File: src/rtl/pipeline_hazard_controller_pkg.sv
// Shared encodings for the pipeline hazard controller: sequencer states,
// forwarding-select codes, the zero register and the forward-select helper.
package pipeline_hazard_controller_pkg;

  // Sequencer states (2-bit, kept as plain constants for legacy compatibility)
  localparam logic [1:0] StInit   = 2'd0;
  localparam logic [1:0] StRun    = 2'd1;
  localparam logic [1:0] StDrain  = 2'd2;
  localparam logic [1:0] StHalted = 2'd3;

  // ALU operand forwarding selects
  localparam logic [1:0] FWD_RF  = 2'b00;
  localparam logic [1:0] FWD_MEM = 2'b10;
  localparam logic [1:0] FWD_WB  = 2'b01;

  // X31 reads as zero, so it never produces a dependency
  localparam logic [4:0] XZR = 5'd31;

  // MEM result wins over WB because it is the younger write to the register
  function automatic logic [1:0] fwd_sel(input logic       mem_we,
                                         input logic [4:0] mem_rd,
                                         input logic       wb_we,
                                         input logic [4:0] wb_rd,
                                         input logic [4:0] src);
    if (mem_we && (mem_rd != XZR) && (mem_rd == src)) begin
      return FWD_MEM;
    end else if (wb_we && (wb_rd != XZR) && (wb_rd == src)) begin
      return FWD_WB;
    end
    return FWD_RF;
  endfunction

endpackage

File: src/rtl/pipeline_hazard_controller_hazard_forward_unit.sv
// Pure combinational forwarding selects and load-use hazard detection.
module hazard_forward_unit
  import pipeline_hazard_controller_pkg::*;
(
  input  logic [4:0] id_rn_i,
  input  logic [4:0] id_rm_i,
  input  logic       id_uses_rn_i,
  input  logic       id_uses_rm_i,
  input  logic [4:0] ex_rn_i,
  input  logic [4:0] ex_rm_i,
  input  logic       ex_mem_read_i,
  input  logic [4:0] ex_rd_i,
  input  logic       mem_reg_write_i,
  input  logic [4:0] mem_rd_i,
  input  logic       wb_reg_write_i,
  input  logic [4:0] wb_rd_i,
  output logic       load_use_o,
  output logic [1:0] fwd_a_o,
  output logic [1:0] fwd_b_o
);

  // Load in EX whose destination is read by the instruction in ID
  always_comb begin
    load_use_o = ex_mem_read_i && (ex_rd_i != XZR) &&
                 ((id_uses_rn_i && (id_rn_i == ex_rd_i)) ||
                  (id_uses_rm_i && (id_rm_i == ex_rd_i)));
  end

  // Operand forwarding for both ALU inputs
  always_comb begin
    fwd_a_o = fwd_sel(mem_reg_write_i, mem_rd_i, wb_reg_write_i, wb_rd_i, ex_rn_i);
    fwd_b_o = fwd_sel(mem_reg_write_i, mem_rd_i, wb_reg_write_i, wb_rd_i, ex_rm_i);
  end

endmodule

File: src/rtl/pipeline_hazard_controller.sv
// Pipeline sequencer: warm-up after reset, load-use stalls, branch flushes,
// halt/drain, EX forwarding selects and saturating stall/flush counters.
module pipeline_hazard_controller
  import pipeline_hazard_controller_pkg::*;
#(
  parameter int unsigned WARMUP = 4,
  parameter int unsigned DRAIN  = 4,
  parameter int unsigned CNT_W  = 32
) (
  input  logic             clk,
  input  logic             reset_n,
  input  logic [4:0]       ID_rn,
  input  logic [4:0]       ID_rm,
  input  logic             ID_uses_rn,
  input  logic             ID_uses_rm,
  input  logic [4:0]       EX_rn,
  input  logic [4:0]       EX_rm,
  input  logic             EX_MemRead,
  input  logic [4:0]       EX_rd,
  input  logic             MEM_RegWrite,
  input  logic [4:0]       MEM_rd,
  input  logic             WB_RegWrite,
  input  logic [4:0]       WB_rd,
  input  logic             branch_taken,
  input  logic             halt_req,
  output logic             PC_write,
  output logic             IF_ID_write,
  output logic             flush_IF_ID,
  output logic             flush_ID_EX,
  output logic             flush_EX_MEM,
  output logic [1:0]       ForwardA,
  output logic [1:0]       ForwardB,
  output logic             halted,
  output logic [CNT_W-1:0] stall_count,
  output logic [CNT_W-1:0] flush_count
);

  localparam int unsigned PhaseMax = (WARMUP > DRAIN) ? WARMUP : DRAIN;
  localparam int unsigned PhaseW   = (PhaseMax > 1) ? $clog2(PhaseMax) : 1;

  logic [1:0]        state_q, state_d;
  logic [PhaseW-1:0] phase_q, phase_d;
  logic [CNT_W-1:0]  stall_cnt_q, flush_cnt_q;
  logic              stall_inc, flush_inc;
  logic              load_use;
  logic [1:0]        fwd_a, fwd_b;

  hazard_forward_unit u_hazard_forward_unit (
    .id_rn_i         (ID_rn),
    .id_rm_i         (ID_rm),
    .id_uses_rn_i    (ID_uses_rn),
    .id_uses_rm_i    (ID_uses_rm),
    .ex_rn_i         (EX_rn),
    .ex_rm_i         (EX_rm),
    .ex_mem_read_i   (EX_MemRead),
    .ex_rd_i         (EX_rd),
    .mem_reg_write_i (MEM_RegWrite),
    .mem_rd_i        (MEM_rd),
    .wb_reg_write_i  (WB_RegWrite),
    .wb_rd_i         (WB_rd),
    .load_use_o      (load_use),
    .fwd_a_o         (fwd_a),
    .fwd_b_o         (fwd_b)
  );

  // Forward selects read as register file while reset is held
  always_comb begin
    ForwardA = reset_n ? fwd_a : FWD_RF;
    ForwardB = reset_n ? fwd_b : FWD_RF;
  end

  // Next state, phase counter and per-cycle pipeline controls
  always_comb begin
    state_d      = state_q;
    phase_d      = phase_q;
    PC_write     = 1'b0;
    IF_ID_write  = 1'b0;
    flush_IF_ID  = 1'b0;
    flush_ID_EX  = 1'b0;
    flush_EX_MEM = 1'b0;
    halted       = 1'b0;
    stall_inc    = 1'b0;
    flush_inc    = 1'b0;
    case (state_q)
      StInit: begin
        flush_IF_ID  = 1'b1;
        flush_ID_EX  = 1'b1;
        flush_EX_MEM = 1'b1;
        if (phase_q == PhaseW'(WARMUP - 1)) begin
          state_d = StRun;
          phase_d = '0;
        end else begin
          phase_d = phase_q + PhaseW'(1);
        end
      end
      StRun, StDrain: begin
        if (branch_taken) begin
          // Redirect wins over a stall: the stalled instruction is flushed anyway
          PC_write     = 1'b1;
          IF_ID_write  = 1'b1;
          flush_IF_ID  = 1'b1;
          flush_ID_EX  = 1'b1;
          flush_EX_MEM = 1'b1;
          flush_inc    = 1'b1;
        end else if (load_use) begin
          flush_ID_EX = 1'b1;
          stall_inc   = 1'b1;
        end else if (state_q == StDrain) begin
          IF_ID_write = 1'b1;
          flush_IF_ID = 1'b1;
        end else begin
          PC_write    = 1'b1;
          IF_ID_write = 1'b1;
        end
        if (state_q == StRun) begin
          if (halt_req) begin
            state_d = StDrain;
            phase_d = '0;
          end
        end else if (!stall_inc) begin
          // A stall cycle injects no new bubble at IF_ID, so it does not count
          if (phase_q == PhaseW'(DRAIN - 1)) begin
            state_d = StHalted;
            phase_d = '0;
          end else begin
            phase_d = phase_q + PhaseW'(1);
          end
        end
      end
      StHalted: begin
        halted = 1'b1;
        if (!halt_req) begin
          state_d = StRun;
        end
      end
      default: begin
        state_d = StInit;
        phase_d = '0;
      end
    endcase
  end

  // Sequencer state and phase counter
  always_ff @(posedge clk or negedge reset_n) begin
    if (!reset_n) begin
      state_q <= StInit;
      phase_q <= '0;
    end else begin
      state_q <= state_d;
      phase_q <= phase_d;
    end
  end

  // Saturating performance counters
  always_ff @(posedge clk or negedge reset_n) begin
    if (!reset_n) begin
      stall_cnt_q <= '0;
      flush_cnt_q <= '0;
    end else begin
      if (stall_inc && (stall_cnt_q != '1)) stall_cnt_q <= stall_cnt_q + CNT_W'(1);
      if (flush_inc && (flush_cnt_q != '1)) flush_cnt_q <= flush_cnt_q + CNT_W'(1);
    end
  end

  assign stall_count = stall_cnt_q;
  assign flush_count = flush_cnt_q;

endmodule

File: config.mk
export PLATFORM = sky130hd
export DESIGN_NAME = pipeline_hazard_controller
export DESIGN_NICKNAME = d
export VERILOG_FILES = /design/src/rtl/pipeline_hazard_controller_pkg.sv /design/src/rtl/pipeline_hazard_controller_hazard_forward_unit.sv /design/src/rtl/pipeline_hazard_controller.sv
export SDC_FILE = /design/constraint.sdc
export NUM_CORES = 1
export LEC_CHECK = 0
export BUFFER_PORTS_ARGS = -buffer_cell sky130_fd_sc_hd__buf_2
export CAP_MARGIN = 10
export CELL_PAD_IN_SITES_DETAIL_PLACEMENT = 1
export CELL_PAD_IN_SITES_GLOBAL_PLACEMENT = 2
export CORE_UTILIZATION = 28
export CTS_CLUSTER_DIAMETER = 30
export DETAILED_ROUTE_END_ITERATION = 6
export GPL_TIMING_DRIVEN = 0
export PLACE_DENSITY_LB_ADDON = 0.1
export SYNTH_ARGS = -nofsm -noshare
export SYNTH_HDL_FRONTEND = slang
export SYNTH_HIERARCHICAL = 1
export SYNTH_SLANG_ARGS = --single-unit
File: constraint.sdc
create_clock -name clk -period 1.9 [get_ports clk]
set_input_delay 0 -clock clk [delete_from_list [all_inputs] [get_ports clk]]
set_output_delay 0 -clock clk [all_outputs]
set_load 0.01 [all_outputs]
==> impl_metrics.ini, run 1 <==
[cts]
clk_pin_slew_ns = 0.05
clock_latency_ns = 0.34
cts_tree = yes
clock-sinks = 68
clockBufferDepth = 2
numCtsBuffers = 9
cts-root-buf = clkbuf_16
cts-htree-levels = 3

[setup_path]
crit_arrival_ns = 2.22
critPathLaunchType = register
r2r_slack_ns = -0.1
critical_path_required_ns = 2.12
r2r_end = flush_count[27]$_DFFE_PN0P_
cp_max_fo = 7
worstRegToRegCells = 7
r2r_start = state_q[1]$_DFFE_PN0P_
crit_type = register to register
end_kind = register

[power]
power.density_nw_per_um2 = 851.5
p_leak_nw = 2.703
ir_drop_v = 0.0005849
totalPowerFinal_mw = 4.741

[final_layout]
n_fill_cell = 1602
synthToLayoutAreaGrowth_pct = 42.22
multi_input_area_um2 = 2391
diodes = 0
fin_area_um2 = 5568
stdcell_count = 730
final_common_cell = buf_2
final_layout_size_suffix_gt1_share_pct = 40.43
layout_common_cells = buf_2, dfrtp_1, xor2_1
nets = 602
area.sequential_um2 = 1707
utilization_pct = 41.39

[detailed_routing]
final_antenna_net_count = 0
wl_per_cell_um = 15.76
viasPerCell = 4.793
dr.first_iter.drc_count = 111
wl_um = 11500
firstDrtPassIters = 4
num_vias = 3499
drc = 0

[synthesis]
synth_nets = 439
yosys_warnings = 6
synth_seq_cells = 68
synth-seq-area-share_pct = 43.46
synth.avg_cell_area_um2 = 10.14
ys_types = 43
synth_area_um2 = 3915
syn_inst = 386

[die]
die_area_um2 = 14460
core_um2 = 13450
rows = 42
start_util_pct = 29.10
die_y_um = 120.2
ios = 118
dieWidth_um = 120.2

[sta]
finalWorstSetupSlack_ns = -0.09957
grt_setup_unrepaired = true
hold_viol = 0
max_freq_mhz = 500.1
drv_slew = 0
worst_slew_pin_slew_ns = 0.5099
finalCriticalPeriod_ns = 2.000
setup_viol = 9
max_slew_margin_pct = 66.01
whs_ns = 0.1054
finalCritPeriodShare_pct = 105.2
skew_ns = 0.005630
final.setup.tns_ns = -0.3994

[worst_hold_path]
whs_path_depth = 4
hold_class = input pin to register
min_from = halt_req
min_to = state_q[0]$_DFFE_PN0P_

[outcome]
failed_checks = setup timing
status = finished with violations

[place]
port_buffers = 117
place_congestion = 0.8462
dp.final_hpwl_um = 8268
postPlaceCellArea_um2 = 4756
pre_cts_slack_ns = -0.7715
placedCellCount = 680

[global_route]
overflow = 0
grt_pass1_vias = 3542
antenna_found_initial = 0
grt_first_pass_wirelength_um = 18490
track_usage_pct = 16.56
grt_max_degree = 38

[run]
cap_violations = 0
[synthesized netlist by cell type, drive strengths merged]
cell type   n  share of area [%]
a211oi      1               0.19
a21boi      2               0.38
a21oi       8                1.0
a31o        1               0.22
a31oi       5                1.5
a41oi       1               0.22
and2       11                1.8
and3       12                1.9
and3b       2               0.45
and4        7                1.6
and4bb      1               0.32
buf         3               0.54
dfrtp      68                 43
ha          9                2.9
inv         8               0.77
mux2        4                1.2
mux2i       1               0.26
nand2      37                3.5
nand2b      1               0.35
nand3      28                3.7
nand3b      2               0.38
nand4      26                4.2
nor2       21                2.0
nor2b       5               0.80
nor3       10                1.4
nor4       13                3.3
nor4b       1               0.22
o211ai      1               0.19
o21ai       5               0.64
or4         3               0.67
xnor2      44                9.8
xor2       45                 10
[repair_timing]
item	4_1_cts	5_1_grt
cloned	0	1
endpoints found under the setup margin	54	57
buffers inserted	20	12
endpoints found under the hold margin	32	0
pin swaps	9	15
hold buffers	1	0
resized for setup	18	38
[metal layers]
layer  up-vias  share of wire [%]  track usage (%)  routed length [µm]
li1       1699                  -                -                   -
met1      1698                 45            21.68                5220
met2        90                 48            26.15                5479
met3        12                5.5            4.387                 630
met4         0                1.5            6.173                 173
met5         -                  0                0                   0
[where the power goes]
part | switching, mW | internal (mW) | total [mW]
logic | 0.706 | 0.702 | 1.41
registers | 0.120 | 1.58 | 1.69
clock network | 0.650 | 0.989 | 1.64
[cells by family after synthesis]
logic type	count (synthesis)	synth area share (%)
XOR/XNOR	89	19.91
flip-flops	68	43.46
buffers and inverters	11	1.310
adder cells (fa/ha/maj)	9	2.876
multiplexers	5	1.406
AND/OR/NAND/NOR	180	26.65
AO/OA/AOI/OAI	24	4.378
[how the worst max path moves through the flow]
stage,start,end,slack (ns),cells after the start
5_1_grt,state_q[1]$_DFFE_PN0P_,flush_count[27]$_DFFE_PN0P_,-0.23,7
2_1_floorplan,state_q[0]$_DFFE_PN0P_,flush_count[27]$_DFFE_PN0P_,0.006,7
3_5_place_dp,EX_rd[2],stall_count[15]$_DFFE_PN0P_,-0.77,10
4_1_cts,state_q[1]$_DFFE_PN0P_,flush_count[27]$_DFFE_PN0P_,-0.13,7
6_report,state_q[1]$_DFFE_PN0P_,flush_count[27]$_DFFE_PN0P_,-0.1,7
3_3_place_gp,EX_rd[2],stall_count[7]$_DFFE_PN0P_,-0.81,10
[registers in the layout, indices dropped and copies added (netlist names)]
name / count
flush_count: 32
state_q: 2
phase_q: 2
stall_count: 32
[cell type report]
type / count / share of cell area, %
Buffer: 3 / 0.6966
Clock buffer: 13 / 4.854
Clock inverter: 3 / 0.3596
Inverter: 8 / 0.5393
Multi-Input combinational cell: 307 / 42.94
Sequential cell: 68 / 30.65
Tap cell: 176 / 3.955
Timing Repair Buffer: 152 / 16.00
[critical path, cell delays in order (launching register included)]
cell	delay [ns]
dfrtp_1	0.37
inv_2	0.06
ha_4	0.27
nand4_1	0.13
or4_4	0.46
a31oi_4	0.28
nand4_1	0.16
xnor2_1	0.15
Power figures use the tool's default switching activity.
==> run 2, diff against run 1 <==
--- a/config.mk
+++ b/config.mk
@@ -14,6 +14,7 @@
 export DETAILED_ROUTE_END_ITERATION = 6
 export GPL_TIMING_DRIVEN = 0
 export PLACE_DENSITY_LB_ADDON = 0.1
+export SKIP_LAST_GASP = 1
 export SYNTH_ARGS = -nofsm -noshare
 export SYNTH_HDL_FRONTEND = slang
 export SYNTH_HIERARCHICAL = 1
==> impl_metrics.ini, run 2 (synthesis results as in run 1) <==
[cts]
numCtsBuffers = 9
clock-sinks = 68
cts-htree-levels = 3
clock_latency_ns = 0.34
clk_pin_slew_ns = 0.05
cts-root-buf = clkbuf_16
clockBufferDepth = 2
cts_tree = yes

[run]
cap_violations = 0

[sta]
whs_ns = 0.1055
drv_slew = 0
worst_slew_pin_slew_ns = 0.5090
finalCritPeriodShare_pct = 105.2
finalWorstSetupSlack_ns = -0.09869
setup_viol = 8
max_freq_mhz = 500.3
hold_viol = 0
finalCriticalPeriod_ns = 1.999
grt_setup_unrepaired = true
final.setup.tns_ns = -0.3921
max_slew_margin_pct = 66.06
skew_ns = 0.006123

[die]
die_y_um = 120.2
start_util_pct = 29.10
ios = 118
die_area_um2 = 14460
dieWidth_um = 120.2
rows = 42
core_um2 = 13450

[place]
dp.final_hpwl_um = 8268
place_congestion = 0.8462
placedCellCount = 680
pre_cts_slack_ns = -0.7715
port_buffers = 117

[detailed_routing]
firstDrtPassIters = 4
wl_um = 11510
num_vias = 3505
wl_per_cell_um = 15.76
final_antenna_net_count = 0
dr.first_iter.drc_count = 111
viasPerCell = 4.801
drc = 0

[outcome]
failed_checks = setup timing
status = finished with violations

[final_layout]
layout_common_cells = buf_2, dfrtp_1, xor2_1
synthToLayoutAreaGrowth_pct = 42.22
nets = 602
diodes = 0
final_layout_size_suffix_gt1_share_pct = 40.43
n_fill_cell = 1602
final_common_cell = buf_2
stdcell_count = 730

[worst_hold_path]
hold_class = input pin to register

[power]
power.density_nw_per_um2 = 851.5
p_leak_nw = 2.704
ir_drop_v = 0.0005849
totalPowerFinal_mw = 4.741

[setup_path]
crit_family = simple AND/OR/NAND/NOR gates
crit_arrival_ns = 2.22
critPathLaunchType = register
slowest_stage = or4_4
crit_top_cell = nand4_1
cp_max_fo = 7
cp_num_buf_inv = 1
cp_cell_sequence = inv_2, ha_4, nand4_1, or4_4, a31oi_4, nand4_1, xnor2_1
end_kind = register
critical_path_required_ns = 2.12
max_stage_delay_ns = 0.46
crit_type = register to register

[global_route]
grt_max_degree = 38
overflow = 0
antenna_found_initial = 0
grt_pass1_vias = 3542
grt_first_pass_wirelength_um = 18490
track_usage_pct = 16.56
run 2: cell counts in the layout (fill, tap and decap cells not counted):
No cell type changed its count.
run 2: layer usage:
layer	vias up	wire [µm]	track usage, %
met4	0	173	6.173
met3	12	645	4.387
met5	-	0	0
met2	92	5481	26.15
met1	1702	5206	21.68
li1	1699	-	-
run 2: area by class of cell:
class	instances	area, µm²	share of cell area, %
Sequential cell	68	1707	30.65
Multi-Input combinational cell	307	2391	42.94
Tap cell	176	220.2	3.955
Clock buffer	13	270.3	4.854
Buffer	3	38.79	0.6966
Timing Repair Buffer	152	890.9	16.00
Inverter	8	30.03	0.5393
Clock inverter	3	20.02	0.3596
run 2: what timing repair did:
| item | 4_1_cts | 5_1_grt |
|---|---|---|
| resized for setup | 18 | 38 |
| endpoints found under the hold margin | 32 | 0 |
| pin swaps | 9 | 13 |
| endpoints found under the setup margin | 54 | 57 |
| setup buffers | 20 | 12 |
| hold buffers | 1 | 0 |
| gates cloned | 0 | 1 |
run 2: power breakdown:
group | total, mW | internal, mW | switching, mW
sequential | 1.69 | 1.57 | 0.119
clock | 1.64 | 0.989 | 0.651
combinational | 1.41 | 0.702 | 0.706
run 2: worst reg2reg max path, delay by kind of cell (launching register included):
| kind | cells | cell delay (ns) |
|---|---|---|
| buffers and inverters | 1 | 0.06 |
| flip-flops | 1 | 0.37 |
| AND/OR/NAND/NOR | 3 | 0.75 |
| adder cells (fa/ha/maj) | 1 | 0.27 |
| AO/OA/AOI/OAI | 1 | 0.28 |
| XOR/XNOR | 1 | 0.15 |
run 2: path summary, 6_finish.rpt:
path / from / to / slack [ns] / cells past startpoint
hold / removal: halt_req / state_q[0]$_DFFE_PN0P_ / 0.11 / 4
min in group asynchronous: reset_n / stall_count[28]$_DFFE_PN0P_ / 0.17 / 2
setup reg to reg: state_q[1]$_DFFE_PN0P_ / flush_count[27]$_DFFE_PN0P_ / -0.1 / 7
max in group asynchronous: reset_n / state_q[0]$_DFFE_PN0P_ / 1.13 / 3
hold reg to reg: stall_count[15]$_DFFE_PN0P_ / stall_count[15]$_DFFE_PN0P_ / 0.51 / 1
setup / recovery: state_q[1]$_DFFE_PN0P_ / flush_count[27]$_DFFE_PN0P_ / -0.1 / 7
run 2: through the flow:
stage / instance area (µm²) / utilization (%)
after floorplan: 3928 / -
after global placement: 4733 / 35.18
after detailed placement: 4756 / 35.35
after CTS: 5290 / 39.32
after global routing: 5568 / 41.39
final: 5568 / 41.39
==> run 3, diff against run 2 <==
--- a/config.mk
+++ b/config.mk
@@ -5,11 +5,12 @@
 export SDC_FILE = /design/constraint.sdc
 export NUM_CORES = 1
 export LEC_CHECK = 0
+export ABC_AREA = 1
 export BUFFER_PORTS_ARGS = -buffer_cell sky130_fd_sc_hd__buf_2
 export CAP_MARGIN = 10
 export CELL_PAD_IN_SITES_DETAIL_PLACEMENT = 1
 export CELL_PAD_IN_SITES_GLOBAL_PLACEMENT = 2
-export CORE_UTILIZATION = 28
+export CORE_UTILIZATION = 26
 export CTS_CLUSTER_DIAMETER = 30
 export DETAILED_ROUTE_END_ITERATION = 6
 export GPL_TIMING_DRIVEN = 0
==> impl_metrics.ini, run 3 <==
[sta]
skew_ns = 0.008627
setup_viol = 0
finalWorstSetupSlack_ns = 0.1238
grt_setup_unrepaired = false
drv_slew = 0
whs_ns = 0.07445
worst_slew_pin_slew_ns = 0.4074
max_freq_mhz = 563.0
max_slew_margin_pct = 72.69
final.setup.tns_ns = 0
finalCriticalPeriod_ns = 1.776
finalCritPeriodShare_pct = 93.48
hold_viol = 0

[cts]
cts-htree-levels = 3
clk_pin_slew_ns = 0.06
clockBufferDepth = 2
cts_tree = yes
numCtsBuffers = 9
cts-root-buf = clkbuf_16
clock_latency_ns = 0.34
clock-sinks = 68

[setup_path]
crit_type = register to register
critPathLaunchType = register
cp_cell_sequence = inv_1, ha_4, nand3_2, inv_4, nand3_2, nor2_4, nand3_1, nand2_1, nand2_1
crit_arrival_ns = 2.01
r2r_slack_ns = 0.12
slowest_stage = dfrtp_2
worstRegToRegCells = 9
critical_path_required_ns = 2.13
end_kind = register
cp-startpoint = state_q[0]$_DFFE_PN0P_
cp_max_fo = 10
max_stage_delay_ns = 0.35
r2r_end = stall_count[24]$_DFFE_PN0P_
r2r_start = state_q[0]$_DFFE_PN0P_

[detailed_routing]
firstDrtPassIters = 4
drc = 0
viasPerCell = 4.522
wl_per_cell_um = 14.71
dr.first_iter.drc_count = 183
wl_um = 17460
num_vias = 5368
final_antenna_net_count = 0

[final_layout]
layout_common_cells = nand2_1, buf_2, nor2_1
n_fill_cell = 2434
final_common_cell = nand2_1
diodes = 0
fin_area_um2 = 6476
nets = 975
final_layout_size_suffix_gt1_share_pct = 22.11
synthToLayoutAreaGrowth_pct = 28.50

[place]
pre_cts_slack_ns = -0.4726
place_congestion = 0.8185
postPlaceCellArea_um2 = 5981
port_buffers = 117
dp.final_hpwl_um = 13680

[global_route]
overflow = 0
track_usage_pct = 18.65
grt_max_degree = 56
grt_first_pass_wirelength_um = 29020
antenna_found_initial = 0
grt_pass1_vias = 5657

[power]
p_leak_nw = 3.204
totalPowerFinal_mw = 4.931
ir_drop_v = 0.0004556
power.density_nw_per_um2 = 761.4

[synthesis]
yosysMostFrequentCell = nand2_1
synth-edff-count = 0
synth-seq-area-share_pct = 33.76
yosys_warnings = 6
synth_area_leader_cell = dfrtp_1
ys_top_cells_by_area = dfrtp_1, nand2_1, nor2_1, inv_1, nand3_1
synthAdderAreaFrac_pct = 2.234
synth_area_um2 = 5040
synthXorXnorAreaFrac_pct = 3.997
ys_types = 29
synth_seq_cells = 68
ys.flop_type = dfrtp_1
netlist_top_cells_count = nand2_1, nor2_1, inv_1
synth_top_family_by_area = simple AND/OR/NAND/NOR gates
syn_inst = 786
synth_compound_area_share_pct = 3.029
synth.area.mux_share_pct = 0
netlist.area_leader.share_pct = 33.76
yosys.area_share.simple_pct = 48.24
synth.avg_cell_area_um2 = 6.412
async_flop_share_pct = 100.0
synth_nets = 839

[die]
start_util_pct = 26.76
die_y_um = 141.2
die_area_um2 = 19940
core_um2 = 18830
ios = 118
rows = 50
dieWidth_um = 141.2

[worst_hold_path]
min_from = halt_req
hold_class = input pin to register
min_to = state_q[0]$_DFFE_PN0P_
whs_path_depth = 4

[outcome]
status = complete, no violations

[run]
cap_violations = 0
-- run 3: cell count changes after synthesis, moves of 13 or more --
cell	change
nand3b_1	+17
xnor2_1	-28
nand2_1	+294
nor2_2	+13
inv_1	+75
nor2_1	+79
xor2_1	-38
nand3_1	+20
-- run 3: metal layers --
| layer | up-vias | share of wire [%] | GRT usage [%] |
|---|---|---|---|
| li1 | 2721 | - | - |
| met1 | 2557 | 44 | 22.21 |
| met2 | 74 | 51 | 34.31 |
| met3 | 16 | 2.9 | 3.465 |
| met4 | 0 | 1.4 | 4.405 |
| met5 | - | 0 | 0 |
-- run 3: cell type report --
cell class                      count  area (µm²)  share of cell area, %
Sequential cell                    68        1703                  26.29
Clock inverter                      4       47.55                 0.7342
Timing Repair Buffer              124       663.1                  10.24
Inverter                           90       342.8                  5.294
Buffer                             10       105.1                  1.623
Multi-Input combinational cell    619        3033                  46.83
Clock buffer                       12       256.5                  3.961
Tap cell                          260       325.3                  5.023
-- run 3: worst max path at each step --
stage                                             end  slack, ns  cells past startpoint
after floorplan           flush_count[29]$_DFFE_PN0P_       0.14                      9
after CTS                 stall_count[19]$_DFFE_PN0P_      0.007                      9
after detailed placement  flush_count[29]$_DFFE_PN0P_      -0.47                      9
after global routing      stall_count[20]$_DFFE_PN0P_     0.0009                      9
after global placement    flush_count[29]$_DFFE_PN0P_      -0.40                      9
final                     stall_count[24]$_DFFE_PN0P_       0.12                      9
-- run 3: per-stage QoR --
stage	utilization [%]	std cells
finish	34.39	1187
global route	34.39	1187
CTS	34.04	1184
detailed placement	31.76	1164
global placement	31.60	1163
floorplan	-	786
-- run 3: logic make-up after synthesis --
logic type / Yosys count
AOI/OAI and AO/OA: 28
xor gates and xnor gates: 23
adders and majority gates: 9
buffers and inverters: 100
DFF: 68
and+or+nand+nor: 558
-- run 3: report_power, final --
group          internal (mW)  leakage [nW]  switching, mW
registers               1.56         0.935          0.105
logic                  0.586          2.12          0.923
clock network           1.08         0.149          0.672
total                   3.23          3.20           1.70
-- run 3: worst max-delay path, delay by kind of cell (launching register included) --
family,cells,cell delay (ns)
adders and majority gates,1,0.32
buffers and inverters,2,0.26
DFF,1,0.35
and+or+nand+nor,6,0.74
-- run 3: what timing repair did --
item | CTS | global route
setup endpoints to repair | 51 | 43
gates cloned | 1 | 0
endpoints found under the hold margin | 68 | 0
resized for setup | 25 | 11
buffers inserted | 2 | 3
hold buffers | 1 | 0
pin swaps | 5 | 6
